===== src/rtl/imem_arbiter_pkg.sv =====
// Shared constants for the instruction-memory arbiter: owner encoding of the
// in-flight read and the instruction-memory address width.
package imem_arbiter_pkg;
  localparam int IMEM_AW = 8;

  typedef logic [1:0] owner_t;

  localparam owner_t OWN_NONE = 2'd0;
  localparam owner_t OWN_F    = 2'd1;
  localparam owner_t OWN_D    = 2'd2;
endpackage


===== src/rtl/imem_arbiter_if.sv =====
// Fetch, data-side and memory buses around the imem arbiter.
// The slave modport is the arbiter; master is the CPU/memory environment.
interface imem_arbiter_if
  import imem_arbiter_pkg::*;
#(
  parameter int AW = IMEM_AW
);
  logic          f_req;
  logic [AW-1:0] f_addr;
  logic          f_kill;
  logic          f_gnt;
  logic          f_stall;
  logic          f_rvalid;
  logic [31:0]   f_rdata;

  logic          d_req;
  logic          d_we;
  logic [AW-1:0] d_addr;
  logic [31:0]   d_wdata;
  logic [3:0]    d_wstrb;
  logic          d_gnt;
  logic          d_rvalid;
  logic [31:0]   d_rdata;

  logic          mem_en;
  logic [3:0]    mem_we;
  logic [AW-1:0] mem_addr;
  logic [31:0]   mem_wdata;
  logic [31:0]   mem_rdata;

  modport slave (
    input  f_req, f_addr, f_kill, d_req, d_we, d_addr, d_wdata, d_wstrb, mem_rdata,
    output f_gnt, f_stall, f_rvalid, f_rdata, d_gnt, d_rvalid, d_rdata,
           mem_en, mem_we, mem_addr, mem_wdata
  );

  modport master (
    output f_req, f_addr, f_kill, d_req, d_we, d_addr, d_wdata, d_wstrb, mem_rdata,
    input  f_gnt, f_stall, f_rvalid, f_rdata, d_gnt, d_rvalid, d_rdata,
           mem_en, mem_we, mem_addr, mem_wdata
  );
endinterface


===== src/rtl/imem_arbiter_sat_counter.sv =====
// Saturating up-counter with synchronous clear; holds at MAX.
module imem_arbiter_sat_counter #(
  parameter int           W   = 4,
  parameter logic [W-1:0] MAX = '1
) (
  input  logic         clk,
  input  logic         rst_n,
  input  logic         clr,
  input  logic         inc,
  output logic [W-1:0] cnt
);
  always_ff @(posedge clk or negedge rst_n) begin
    if (!rst_n)                 cnt <= '0;
    else if (clr)               cnt <= '0;
    else if (inc && cnt != MAX) cnt <= cnt + W'(1);
  end
endmodule


===== src/rtl/imem_arbiter.sv =====
// Arbitrates the single-port instruction memory between fetch and the data side,
// and steers the one-cycle-latency read data back to the owner of the read.
module imem_arbiter
  import imem_arbiter_pkg::*;
#(
  parameter int AW       = IMEM_AW,
  parameter int MAX_WAIT = 4,
  parameter int CW       = 16
) (
  input  logic          clk,
  input  logic          rst_n,
  imem_arbiter_if.slave bus,
  output logic [CW-1:0] stall_cnt
);
  localparam logic [3:0] WAIT_MAX = 4'(MAX_WAIT);

  logic [3:0] wait_cnt;
  logic       last_d;
  logic       kill_pend;
  owner_t     owner;
  logic       f_gnt;
  logic       d_gnt;
  logic       f_stall;

  // Fetch wins by default; an aged data request overrides it, and a data grant
  // is never followed by another while fetch is asking.
  always_comb begin
    f_gnt = 1'b0;
    d_gnt = 1'b0;
    if (rst_n) begin
      if (bus.d_req && wait_cnt == WAIT_MAX) d_gnt = 1'b1;
      else if (bus.f_req && last_d)          f_gnt = 1'b1;
      else if (bus.f_req)                    f_gnt = 1'b1;
      else if (bus.d_req)                    d_gnt = 1'b1;
    end
  end

  assign f_stall       = bus.f_req && !f_gnt;
  assign bus.f_gnt     = f_gnt;
  assign bus.d_gnt     = d_gnt;
  assign bus.f_stall   = f_stall;

  assign bus.mem_en    = f_gnt || d_gnt;
  assign bus.mem_addr  = d_gnt ? bus.d_addr : bus.f_addr;
  assign bus.mem_wdata = bus.d_wdata;
  assign bus.mem_we    = (d_gnt && bus.d_we) ? bus.d_wstrb : 4'b0000;

  always_ff @(posedge clk or negedge rst_n) begin
    if (!rst_n) begin
      owner     <= OWN_NONE;
      last_d    <= 1'b0;
      kill_pend <= 1'b0;
    end else begin
      if (f_gnt)                   owner <= OWN_F;
      else if (d_gnt && !bus.d_we) owner <= OWN_D;
      else                         owner <= OWN_NONE;
      if (d_gnt)      last_d <= 1'b1;
      else if (f_gnt) last_d <= 1'b0;
      // A fetch granted in a flush cycle belongs to the squashed path.
      kill_pend <= bus.f_kill && f_gnt;
    end
  end

  assign bus.f_rvalid = (owner == OWN_F) && !kill_pend && !bus.f_kill;
  assign bus.d_rvalid = (owner == OWN_D);
  assign bus.f_rdata  = bus.mem_rdata;
  assign bus.d_rdata  = bus.mem_rdata;

  imem_arbiter_sat_counter #(.W(4), .MAX(WAIT_MAX)) u_wait (
    .clk   (clk),
    .rst_n (rst_n),
    .clr   (d_gnt || !bus.d_req),
    .inc   (bus.d_req && !d_gnt),
    .cnt   (wait_cnt)
  );

  imem_arbiter_sat_counter #(.W(CW)) u_stall (
    .clk   (clk),
    .rst_n (rst_n),
    .clr   (1'b0),
    .inc   (f_stall),
    .cnt   (stall_cnt)
  );
endmodule

===== src/flat_wrapper.sv =====
// flat-port wrapper written by rule: the top's interface ports become plain ports
module imem_arbiter_flat import imem_arbiter_pkg::*;
#(
  parameter int AW       = IMEM_AW,
  parameter int MAX_WAIT = 4,
  parameter int CW       = 16
)
  (clk, rst_n, stall_cnt, bus_f_req, bus_f_addr, bus_f_kill, bus_d_req, bus_d_we, bus_d_addr, bus_d_wdata, bus_d_wstrb, bus_mem_rdata, bus_f_gnt, bus_f_stall, bus_f_rvalid, bus_f_rdata, bus_d_gnt, bus_d_rvalid, bus_d_rdata, bus_mem_en, bus_mem_we, bus_mem_addr, bus_mem_wdata);
  imem_arbiter_if #(.AW(AW)) bus_i ();
  input  logic clk;
  input  logic rst_n;
  output logic [CW-1:0] stall_cnt;
  input wire logic [$bits(bus_i.f_req)-1:0] bus_f_req;
  input wire logic [$bits(bus_i.f_addr)-1:0] bus_f_addr;
  input wire logic [$bits(bus_i.f_kill)-1:0] bus_f_kill;
  input wire logic [$bits(bus_i.d_req)-1:0] bus_d_req;
  input wire logic [$bits(bus_i.d_we)-1:0] bus_d_we;
  input wire logic [$bits(bus_i.d_addr)-1:0] bus_d_addr;
  input wire logic [$bits(bus_i.d_wdata)-1:0] bus_d_wdata;
  input wire logic [$bits(bus_i.d_wstrb)-1:0] bus_d_wstrb;
  input wire logic [$bits(bus_i.mem_rdata)-1:0] bus_mem_rdata;
  output wire logic [$bits(bus_i.f_gnt)-1:0] bus_f_gnt;
  output wire logic [$bits(bus_i.f_stall)-1:0] bus_f_stall;
  output wire logic [$bits(bus_i.f_rvalid)-1:0] bus_f_rvalid;
  output wire logic [$bits(bus_i.f_rdata)-1:0] bus_f_rdata;
  output wire logic [$bits(bus_i.d_gnt)-1:0] bus_d_gnt;
  output wire logic [$bits(bus_i.d_rvalid)-1:0] bus_d_rvalid;
  output wire logic [$bits(bus_i.d_rdata)-1:0] bus_d_rdata;
  output wire logic [$bits(bus_i.mem_en)-1:0] bus_mem_en;
  output wire logic [$bits(bus_i.mem_we)-1:0] bus_mem_we;
  output wire logic [$bits(bus_i.mem_addr)-1:0] bus_mem_addr;
  output wire logic [$bits(bus_i.mem_wdata)-1:0] bus_mem_wdata;
  assign bus_i.f_req = bus_f_req;
  assign bus_i.f_addr = bus_f_addr;
  assign bus_i.f_kill = bus_f_kill;
  assign bus_i.d_req = bus_d_req;
  assign bus_i.d_we = bus_d_we;
  assign bus_i.d_addr = bus_d_addr;
  assign bus_i.d_wdata = bus_d_wdata;
  assign bus_i.d_wstrb = bus_d_wstrb;
  assign bus_i.mem_rdata = bus_mem_rdata;
  assign bus_f_gnt = bus_i.f_gnt;
  assign bus_f_stall = bus_i.f_stall;
  assign bus_f_rvalid = bus_i.f_rvalid;
  assign bus_f_rdata = bus_i.f_rdata;
  assign bus_d_gnt = bus_i.d_gnt;
  assign bus_d_rvalid = bus_i.d_rvalid;
  assign bus_d_rdata = bus_i.d_rdata;
  assign bus_mem_en = bus_i.mem_en;
  assign bus_mem_we = bus_i.mem_we;
  assign bus_mem_addr = bus_i.mem_addr;
  assign bus_mem_wdata = bus_i.mem_wdata;
  imem_arbiter #(.AW(AW), .MAX_WAIT(MAX_WAIT), .CW(CW)) u_core (.clk(clk), .rst_n(rst_n), .bus(bus_i), .stall_cnt(stall_cnt));
endmodule

===== config.mk =====
export PLATFORM = sky130hd
export DESIGN_NAME = imem_arbiter_flat
export DESIGN_NICKNAME = d
export VERILOG_FILES = /design/src/rtl/imem_arbiter_pkg.sv /design/src/rtl/imem_arbiter_if.sv /design/src/rtl/imem_arbiter_sat_counter.sv /design/src/rtl/imem_arbiter.sv /design/src/flat_wrapper.sv
export SDC_FILE = /design/constraint.sdc
export NUM_CORES = 1
export LEC_CHECK = 0
export CORE_MARGIN = 2
export CORE_UTILIZATION = 33
export DETAILED_ROUTE_END_ITERATION = 12
export GPL_ROUTABILITY_DRIVEN = 0
export MAX_ROUTING_LAYER = met4
export PLACE_DENSITY = 0.88
export REMOVE_ABC_BUFFERS = 1
export SYNTH_ARGS = -nofsm -noshare
export SYNTH_HDL_FRONTEND = slang
export SYNTH_HIERARCHICAL = 1
export SYNTH_SLANG_ARGS = --single-unit

===== constraint.sdc =====
create_clock -name clk -period 3.6 [get_ports clk]
set_input_delay 0.72 -clock clk [delete_from_list [all_inputs] [get_ports clk]]
set_output_delay 0.72 -clock clk [all_outputs]
set_load 0.1 [all_outputs]

======== After elaboration in Yosys (flattened, before gate mapping) ========
Index checks and enable logic that the tools add are counted.
storage, ports and cells
  word-level logic and storage cells ...... 50
  bits of input ports ..................... 90
  register bits ........................... 24
  output and inout port bits .............. 130
cells by class
  add/subtract/negate cells ............... 2
  reduce and logical (&&, ||, !) cells .... 21
  equal/unequal tests ..................... 5
  mux-type cells .......................... 17
operator list
  cell                                                                   count
  16-bit by 1-bit adder with 16-bit output, second input constant        1
  16-bit != test, second input constant                                  1
  4-bit two-way mux                                                      3
  1-bit logical AND                                                      11
  1-bit two-way mux                                                      11
  8-bit two-way mux                                                      1
  1-bit zero test                                                        6
  4-bit by 1-bit adder with 4-bit output, second input constant          1
  4-bit by 3-bit equality test with 1-bit output, second input constant  1
  2-bit two-way mux                                                      2
  4-bit by 3-bit != test with 1-bit output, second input constant        1
  2-bit nonzero test                                                     2
  2-bit by 1-bit equality test with 1-bit output, second input constant  1
  2-bit equality test, second input constant                             1
  1-bit logical OR                                                       2

======== Longest topological paths before layout ========
Gate-level depths: netlist of run 1.
  depth after elaboration ................. 10
  mapped depth ............................ 8
  gate-level depth less buffers ........... 6

======== Cells and area by module ========
Netlist of run 1, hierarchy kept.
modules (own cells, without submodules)
  module                                     cells an instance  area an instance (µm²)  seq. area each (µm²)  instances
  imem_arbiter                               127                1059.8                  75.1                  1
  imem_arbiter_sat_counter (u_core.u_stall)  98                 942.2                   400.4                 1
  imem_arbiter_sat_counter (u_core.u_wait)   24                 235.2                   100.1                 1

======== Worst setup path after synthesis of run 1 ========
OpenSTA, ideal clock, no wires.
  path kind ............................... input to output
  from .................................... input port bus_f_kill
  to ...................................... output port bus_f_rvalid
  required time ........................... 2.880 ns
  setup slack ............................. -0.965 ns
  arrival ................................. 3.845 ns
  buffers on the path ..................... 0
  stages .................................. 1
  cell sequence ........................... nor4b_1
on the way
  cells in the longest elaborated chain, start to end .. 2
RTL lines
  element            RTL line            text
  start, declared    flat_wrapper.sv:15  input wire logic [$bits(bus_i.f_kill)-1:0] bus_f_kill;
  1-bit zero test    imem_arbiter.sv:64  assign bus.f_rvalid = (owner == OWN_F) && !kill_pend && !bus.f_kill;
  1-bit logical AND  imem_arbiter.sv:64
  end, declared      flat_wrapper.sv:24  output wire logic [$bits(bus_i.f_rvalid)-1:0] bus_f_rvalid;
No other way between the ends.

======== Worst setup path in the final report of run 1 ========
  from .................................... input port bus_d_req
  to ...................................... output port bus_mem_addr[2]
on the way
  cells in the longest elaborated chain, start to end .. 6
  elaborated cells between the ends (all ways) .. 7
  classes of those cells .................. mux: 6; reduce/logical: 1
RTL lines
  element                RTL line            text
  start, declared        flat_wrapper.sv:16  input wire logic [$bits(bus_i.d_req)-1:0] bus_d_req;
  1-bit two-way mux      imem_arbiter.sv:34  else if (bus.d_req) d_gnt = 1'b1;
  1-bit two-way mux      imem_arbiter.sv:33  else if (bus.f_req) f_gnt = 1'b1;
  1-bit two-way mux      imem_arbiter.sv:32  else if (bus.f_req && last_d) f_gnt = 1'b1;
  1-bit two-way mux (*)  imem_arbiter.sv:31  if (bus.d_req && wait_cnt == WAIT_MAX) d_gnt = 1'b1;
  1-bit two-way mux (*)  imem_arbiter.sv:30  if (rst_n) begin
  8-bit two-way mux (*)  imem_arbiter.sv:44  assign bus.mem_addr = d_gnt ? bus.d_addr : bus.f_addr;
  end, declared          flat_wrapper.sv:31  output wire logic [$bits(bus_i.mem_addr)-1:0] bus_mem_addr;
Every way passes the cells marked *; elsewhere a longest branch is shown, timed or not.

==> results of run 1 <==
-- per-stage QoR --
| stage | instance area, µm² | total power [mW] | std cells | setup WS [ns] | utilization, % |
|---|---|---|---|---|---|
| after floorplan | 1474 | 0.3890 | 148 | -0.9654 | - |
| after detailed placement | 2327 | 0.4808 | 289 | 0.6819 | 34.83 |
| after CTS | 2374 | 0.6459 | 293 | 0.7137 | 35.52 |
| after global routing | 2374 | 0.6677 | 293 | 0.6661 | 35.52 |
| final | 2374 | 0.6434 | 293 | 0.7259 | 35.52 |
| after global placement | 2327 | 0.4779 | 289 | 0.7576 | 34.83 |
-- Yosys cell counts, types with 3 or more instances --
| library cell | instances |
|---|---|
| nand3_1 | 3 |
| dfrtp_1 | 23 |
| o31ai_1 | 7 |
| mux2_1 | 4 |
| buf_4 | 96 |
| mux2_4 | 3 |
| a21oi_1 | 12 |
| nand4_1 | 7 |
| clkbuf_1 | 4 |
| ha_1 | 3 |
| nor2b_1 | 6 |
| nor4_1 | 4 |
| mux2_2 | 6 |
| or4_1 | 5 |
| and3_1 | 6 |
| or3_1 | 3 |
| o21ai_1 | 3 |
| nand2_1 | 9 |
| nor2_1 | 7 |
| inv_1 | 6 |
-- worst max path at each step --
stage,startpoint,endpoint,depth (start not counted)
floorplan,bus_f_kill,bus_f_rvalid,1
global placement,bus_d_req,bus_mem_addr[3],4
detailed placement,bus_d_req,u_core/u_stall/cnt[3],7
CTS,bus_d_req,bus_mem_addr[2],4
global route,bus_d_req,bus_mem_addr[2],4
finish,bus_d_req,bus_mem_addr[2],4
-- tightest hold or removal path, stage by stage (launching register included) --
cell     delay, ns
dfrtp_1       0.43
o31ai_1       0.08
a21oi_1       0.06
-- state kept, by name, summed over array words and instances, names as in the netlist --
signal	cells
u_core/u_stall/cnt	16
u_core/u_wait/cnt	4
u_core/owner	2
u_core/kill_pend	1
-- where the power goes --
part           leakage, nW  switching [mW]  internal [mW]
clock               0.0255          0.0908         0.0774
combinational        0.626           0.127         0.0819
sequential           0.318         0.00450          0.262
-- kinds of logic (layout without fill, tap and decap cells) --
| family | after synthesis | in the layout | share of synthesized area [%] |
|---|---|---|---|
| and+or+nand+nor | 68 | 68 | 19.91 |
| DFF | 23 | 23 | 25.73 |
| AOI/OAI and AO/OA | 31 | 31 | 9.564 |
| muxes | 14 | 14 | 7.494 |
| buffers and inverters | 109 | 72 | 35.46 |
| other | 1 | 2 | 0.1676 |
| adders and majority gates | 3 | 3 | 1.678 |
-- cell type report --
| class | count | area (µm²) | share of cell area (%) |
|---|---|---|---|
| multi-input combinational | 118 | 872.1 | 36.74 |
| timing repair buffer | 61 | 753.2 | 31.73 |
| sequential | 23 | 575.6 | 24.25 |
| tap | 80 | 100.1 | 4.217 |
| clock buffer | 3 | 41.29 | 1.740 |
| inverter | 7 | 26.28 | 1.107 |
| clock inverter | 1 | 5.005 | 0.2109 |
-- metal layers --
metal | up-vias | global-route usage (%) | routed length (µm)
met2 | 244 | 49.72 | 5402
met5 | - | - | 0
met4 | 0 | 2.983 | 78
li1 | 697 | - | -
met3 | 12 | 33.71 | 2891
met1 | 777 | 20.96 | 2588
==> results.md, run 1 <==
* Critical Setup Path Class: in -> out
* Nets at 307
* Lkg Pwr at 0.9691 nW
* Fin. max-slew vios at 0
* Hold Crit Start: u_core/u_stall/cnt[10]
* Yosys cell types at 46
* Core ar. at 6681 µm²
* R2R Path End: u_core/u_stall/cnt[3]
* Vias in the first global route at 1641
* Fin crit period at 2.874 ns
* Crit path DAT at 2.15 ns
* Residual DRC count at 0
* CTS tree: done
* Layout area overhead at 6.096%
* Outcome: completed
* Min-Delay Path Class: reg -> reg
* VDD IR max at 211.0 µV
* Final period util at 79.84%
* Top Ports at 220
* Initial Util at 33.48%
* Crit-path max FO at 14
* # rows at 30
* GRT overflow at 0
* Cells after Synth at 249
* Worst-Skew Late Latency at 0.27 ns
* Top-area cell type share of the netlist area at 32.21%
* Fin Hold WS at 0.6063 ns
* Syn avg cell area at 8.985 µm²
* WHS Path Cells at 2
* Slew headroom at 34.73%
* Total number of vias at 1730
* GRT Total Usage at 29.54%
* Antenna viol nets, final at 0
* Worst Hold Path EP: u_core/u_stall/cnt[10]
* Max Fclk at 0.3479 GHz
* Num CTS Buffers at 3
* DPL Wire Length at 9772 µm
* Clk sinks at 23
* H-tree depth at 1
* # Post-CTS Setup Buffers at 0
* CTS clk-pin slew, worst paths at 0.09 ns
* R2R depth at 7
* Detailed-route vias per instance at 5.904
* Flop-to-flop setup slack at 1.12 ns
* Total Wirelength at 10960 µm
* Full die area at 7454 µm²
* Final setup vio count at 0
* Startpoint types: primary input
* Die height at 86.34 µm
* FF-to-FF Start: u_core/u_wait/cnt[3]
* Family with the most delay on the worst path: buffers and inverters
* First-pass GRT wire length at 14150 µm
* Fillers at 659
* Crit path largest cell delay at 0.55 ns
* RSZ-0062 raised after global routing: false
* Initial drt markers at 88
* CTS Buffer Depth at 2
* Largest net degree at the start of global routing at 25
* DRT Pass-1 Iters at 5
* Antenna fix cells at 0
* Most common cell after layout, fill and taps aside: clkdlybuf4s50_1
* Die Span X at 86.34 µm
* Clk_skew at 0.006385 ns
* Final Hold Violating Endpoints at 0
* Setup TNS Final at 0 ns
* Worst path cell trace: clkdlybuf4s50_1 > o211a_4 > mux2_2 > buf_12
* Post-synth EDFFs at 0
* Most frequent cells in the layout: clkdlybuf4s50_1 (38), dfrtp_1 (23), buf_12 (16), a21oi_1 (12), nand2_1 (9)
* Seq/Total Area, Yosys at 25.73%
* Cts hold-fix bufs at 0
* Share of cells above drive strength 1 at 23.94%
* Synth top area cells: buf_4 (32%), dfrtp_1 (26%), mux2_2 (3.0%), a21oi_1 (2.7%), o31ai_1 (2.3%)
* Maximum Capacitance Violations at 0
* Ys flop type: dfrtp_1
* Setup crit end kind: primary output
* I/O Buffers at 59
* Synthesized area at 2237 µm²
* Slowest cell on crit path: clkdlybuf4s50_1
* Flops & latches, synth at 23
* Initial antenna violation count at 0
* Worst path bufs/invs at 2
* CTS resizes at 0
* CTS root buffer: clkbuf_8
* Worst slew pin tran at 0.9760 ns
* Area leader, netlist: buf_4
* PwrDens at 271.1 nW/µm²
* Ys async rst share at 100.0%
* Synth warnings at 6
* Worst endpoint required time at 2.88 ns
* Wire per inst at 37.41 µm
Note: power is estimated with default switching activity, not from simulation.
==> run 2, diff against run 1 <==
--- a/config.mk
+++ b/config.mk
@@ -6,11 +6,11 @@
 export NUM_CORES = 1
 export LEC_CHECK = 0
 export CORE_MARGIN = 2
-export CORE_UTILIZATION = 33
+export CORE_UTILIZATION = 30
 export DETAILED_ROUTE_END_ITERATION = 12
 export GPL_ROUTABILITY_DRIVEN = 0
 export MAX_ROUTING_LAYER = met4
-export PLACE_DENSITY = 0.88
+export PLACE_DENSITY = 0.81
 export REMOVE_ABC_BUFFERS = 1
 export SYNTH_ARGS = -nofsm -noshare
 export SYNTH_HDL_FRONTEND = slang
==> constraint.sdc (replaced) <==
create_clock -name clk -period 2.75 [get_ports clk]
set_input_delay 0.55 -clock clk [delete_from_list [all_inputs] [get_ports clk]]
set_output_delay 0.55 -clock clk [all_outputs]
set_load 0.1 [all_outputs]
==> results.md, run 2 (synthesis results as in run 1) <==
* Core ar. at 7253 µm²
* Outcome: completed
* Min-Delay Path Class: reg -> reg
* Total Wirelength at 11280 µm
* CTS clk-pin slew, worst paths at 0.08 ns
* Slew headroom at 61.49%
* Crit path DAT at 2.00 ns
* CTS tree: done
* # rows at 31
* Final period util at 92.66%
* First-pass GRT wire length at 15280 µm
* Antenna fix cells at 0
* Residual DRC count at 0
* Initial Util at 30.84%
* Initial antenna violation count at 0
* Critical Setup Path Class: in -> out
* I/O Buffers at 59
* Wire per inst at 35.92 µm
* Clk sinks at 23
* Final Hold Violating Endpoints at 0
* Fin crit period at 2.548 ns
* Lkg Pwr at 1.012 nW
* Startpoint types: primary input
* Detailed-route vias per instance at 5.443
* Fin Hold WS at 0.6093 ns
* Die Span X at 90.36 µm
* Sw frac at 34.03%
* # Post-CTS Setup Buffers at 0
* Metal2 WL at 5146 µm
* Nets at 309
* Final Power at 0.8453 mW
* Met3 wire length at 3129 µm
* Internal power at 0.5576 mW
* PwrDens at 351.7 nW/µm²
* Most common cell after layout, fill and taps aside: clkdlybuf4s50_1
* Max Fclk at 0.3924 GHz
* Gate power share at 33.2%
* Die height at 90.36 µm
* Hold Crit Start: u_core/u_wait/cnt[3]
* Num CTS Buffers at 3
* Top Ports at 220
* Fillers at 732
* CTS Buffer Depth at 2
* RSZ-0062 raised after global routing: false
* Vias in the first global route at 1678
* Layout area overhead at 7.439%
* Psw at 0.2877 mW
* Share of cells above drive strength 1 at 30.23%
* Register Area at 575.6 µm²
* Met1 Routed Length at 2734 µm
* Worst endpoint required time at 2.20 ns
* Cts hold-fix bufs at 0
* # placed instances at 310
* Most frequent cells in the layout: clkdlybuf4s50_1 (25), dfrtp_1 (23), buf_4 (20), buf_12 (18), a21oi_1 (12)
* Most flop-heavy register: u_core/u_stall/cnt
* Initial drt markers at 99
* Antenna viol nets, final at 0
* Crit-path max FO at 14
* DRT Pass-1 Iters at 4
* Multi-input gate area in the final layout at 872.1 µm²
* FF-to-FF Start: u_core/u_wait/cnt[1]
* GRT overflow at 0
* VDD IR max at 211.7 µV
* Maximum Capacitance Violations at 0
* GRT Total Usage at 28.19%
* Total number of vias at 1709
* H-tree depth at 1
* DPL Wire Length at 10060 µm
* Fin. max-slew vios at 0
* Setup crit end kind: primary output
* Worst slew pin tran at 0.5696 ns
* Crit path launch: bus_d_req
* Register share of total power at 41.2%
* CTS resizes at 0
* Clock Power Share at 25.6%
* Number of flip-flops in the largest register at 16
* Worst-Skew Late Latency at 0.27 ns
* Final setup vio count at 0
* CTS root buffer: clkbuf_8
* Non-Filler Instances at 314
* Largest net degree at the start of global routing at 25
* Largest regs: u_core/u_stall/cnt x16, u_core/u_wait/cnt x4, u_core/owner x2
* Top Layer Used: met4
* Clk_skew at 0.007984 ns
* Full die area at 8164 µm²
## run 2: cell types whose count changed in the layout (fill, tap and decap cells not counted), sizes merged
| cell | change |
|---|---|
| buf | +15 |
| clkbuf | +1 |
| clkdlybuf4s50 | -13 |
| clkinv | -1 |
## run 2: path summary, 6_finish.rpt
check	to	slack [ns]	cells past startpoint
max reg2reg	u_core/u_stall/cnt[11]	0.48	7
min in group asynchronous	u_core/u_wait/cnt[2]	0.76	2
min	u_core/u_wait/cnt[3]	0.61	2
max	bus_mem_addr[3]	0.20	4
min reg2reg	u_core/u_wait/cnt[3]	0.61	2
max in group asynchronous	u_core/u_stall/cnt[2]	1.74	2
## run 2: metal layers
| layer | GRT usage (%) | up-vias |
|---|---|---|
| met5 | - | - |
| met4 | 5.769 | 0 |
| met3 | 34.89 | 14 |
| met2 | 43.92 | 235 |
| met1 | 20.08 | 764 |
| li1 | - | 696 |
## run 2: area by class of cell
cell class                      count  area share (%)
Sequential cell                    23           23.95
Tap cell                           99           5.154
Timing Repair Buffer               63           31.65
Multi-Input combinational cell    118           36.28
Clock buffer                        4           1.874
Inverter                            7           1.093
## run 2: metrics by stage
stage | setup TNS (ns) | utilization [%] | worst slack (ns) | area, µm²
2_1_floorplan | -15.28 | - | -1.475 | 1474
3_3_place_gp | 0 | 32.52 | 0.2447 | 2359
3_5_place_dp | 0 | 32.52 | 0.1800 | 2359
4_1_cts | 0 | 33.14 | 0.1941 | 2404
5_1_grt | 0 | 33.14 | 0.1265 | 2404
6_report | 0 | 33.14 | 0.2017 | 2404
## run 2: worst max-delay path: stages
cell	delay, ns
clkdlybuf4s50_1	0.56
o211a_4	0.32
mux2_2	0.39
buf_12	0.17
## run 2: power groups by stage
stage / combinational (mW) / sequential [mW] / clock [mW]
finish: 0.281 / 0.349 / 0.216
detailed placement: 0.281 / 0.355 / 0
global placement: 0.277 / 0.355 / 0
floorplan: 0.144 / 0.365 / 0
global route: 0.294 / 0.350 / 0.242
CTS: 0.281 / 0.349 / 0.227
==> run 3, diff against run 2 <==
--- a/config.mk
+++ b/config.mk
@@ -5,7 +5,6 @@
 export SDC_FILE = /design/constraint.sdc
 export NUM_CORES = 1
 export LEC_CHECK = 0
-export CORE_MARGIN = 2
 export CORE_UTILIZATION = 30
 export DETAILED_ROUTE_END_ITERATION = 12
 export GPL_ROUTABILITY_DRIVEN = 0
==> results.md, run 3 (synthesis results as in run 1) <==
* Clk_skew at 0.002415 ns
* Critical Setup Path Class: in -> out
* Antenna fix cells at 0
* Most common cell after layout, fill and taps aside: clkdlybuf4s50_1
* Die Span X at 88.36 µm
* Largest net degree at the start of global routing at 23
* Gate power share at 33.4%
* Fillers at 748
* Largest regs: u_core/u_stall/cnt x16, u_core/u_wait/cnt x4, u_core/owner x2
* Initial Util at 31.01%
* Fin. max-slew vios at 0
* Number of flip-flops in the largest register at 16
* Crit path launch: bus_f_req
* Final Power at 0.8375 mW
* Area after DPL at 2361 µm²
* RSZ-0062 raised after global routing: false
* Max Fclk at 0.3929 GHz
* Total Wirelength at 11230 µm
* Nets at 311
* I/O Buffers at 59
* DRT Pass-1 Iters at 7
* Register share of total power at 41.7%
* Pre-CTS WS at 0.1447 ns
* Vias in the first global route at 1599
* Initial drt markers at 127
* Hold Crit Start: u_core/u_stall/cnt[14]
* FF-to-FF Start: u_core/u_wait/cnt[3]
* Core ar. at 7214 µm²
* Fin Hold WS at 0.6206 ns
* Flop-to-flop setup slack at 0.39 ns
* Layout area overhead at 7.550%
* Wire per inst at 35.55 µm
* Residual DRC count at 0
* Top Ports at 220
* CTS root buffer: clkbuf_8
* Num CTS Buffers at 3
* DPL Wire Length at 10170 µm
* # Post-CTS Setup Buffers at 0
* Maximum Capacitance Violations at 0
* Die height at 88.36 µm
* Outcome: completed
* Setup crit end kind: primary output
* First-pass GRT wire length at 14040 µm
* Clk sinks at 23
* Total number of vias at 1728
* CTS resizes at 0
* Non-Filler Instances at 316
* CTS Buffer Depth at 2
* Antenna viol nets, final at 0
* Detailed-route vias per instance at 5.468
* Min-Delay Path Class: reg -> reg
* # placed instances at 312
* Most frequent cells in the layout: clkdlybuf4s50_1 (25), buf_4 (23), dfrtp_1 (23), buf_12 (17), a21oi_1 (12)
* Worst-Skew Late Latency at 0.26 ns
* PwrDens at 348.1 nW/µm²
* Share of cells above drive strength 1 at 30.88%
* Initial antenna violation count at 0
* CTS clk-pin slew, worst paths at 0.08 ns
* Worst slew pin tran at 0.5281 ns
* Cts hold-fix bufs at 0
* Worst endpoint required time at 2.20 ns
* Psw at 0.2802 mW
* CTS tree: done
* GRT overflow at 0
* Crit-path max FO at 14
* Clock Power Share at 24.9%
* Post-route cell area at 2406 µm²
* Sw frac at 33.46%
* # rows at 31
* Slew headroom at 64.30%
* Full die area at 7807 µm²
* Startpoint types: primary input
* Final setup vio count at 0
* VDD IR max at 191.7 µV
* Internal power at 0.5573 mW
* Lkg Pwr at 1.016 nW
* Crit path DAT at 2.00 ns
* Most flop-heavy register: u_core/u_stall/cnt
* Final Hold Violating Endpoints at 0
* Final setup margin at 0.2047 ns
* Fin crit period at 2.545 ns
* Final period util at 92.56%
* H-tree depth at 1
* GRT Total Usage at 29.07%
## run 3: changes by cell type in the layout (fill, tap and decap cells not counted)
cell / change
buf_12: -1
buf_4: +3
## run 3: final cells by class
type	count	area [µm²]	share of cell area [%]
Sequential cell	23	575.6	23.92
Clock buffer	4	45.04	1.872
Inverter	7	26.28	1.092
Timing Repair Buffer	65	763.2	31.72
Tap cell	99	123.9	5.148
Multi-Input combinational cell	118	872.1	36.25
## run 3: routing by layer
layer | track usage (%) | up-vias | routed length (µm)
li1 | - | 709 | -
met1 | 19.83 | 767 | 2702
met2 | 47.76 | 248 | 5372
met3 | 35.35 | 4 | 3102
met4 | 3.812 | 0 | 55
met5 | - | - | 0
## run 3: metrics by stage
step	utilization (%)	TNS (ns)
after floorplan	-	-15.28
after global placement	32.73	0
after detailed placement	32.73	0
after CTS	33.35	0
after global routing	33.35	0
final	33.35	0
## run 3: final timing paths
path	cells past startpoint	to
min	2	u_core/u_stall/cnt[14]
max reg2reg	7	u_core/u_stall/cnt[6]
min in group asynchronous	2	u_core/u_wait/cnt[0]
max	5	bus_mem_addr[1]
max in group asynchronous	2	u_core/u_stall/cnt[12]
min reg2reg	2	u_core/u_stall/cnt[14]
## run 3: worst max-delay path, stage by stage
cell	delay, ns
clkdlybuf4s50_1	0.47
inv_2	0.11
o211a_4	0.29
mux2_2	0.39
buf_12	0.17
## run 3: power by group through the flow
stage | clock network, mW | logic [mW] | registers (mW)
2_1_floorplan | 0 | 0.144 | 0.365
3_3_place_gp | 0 | 0.276 | 0.356
3_5_place_dp | 0 | 0.280 | 0.356
4_1_cts | 0.216 | 0.280 | 0.349
5_1_grt | 0.227 | 0.293 | 0.350
6_report | 0.209 | 0.280 | 0.349
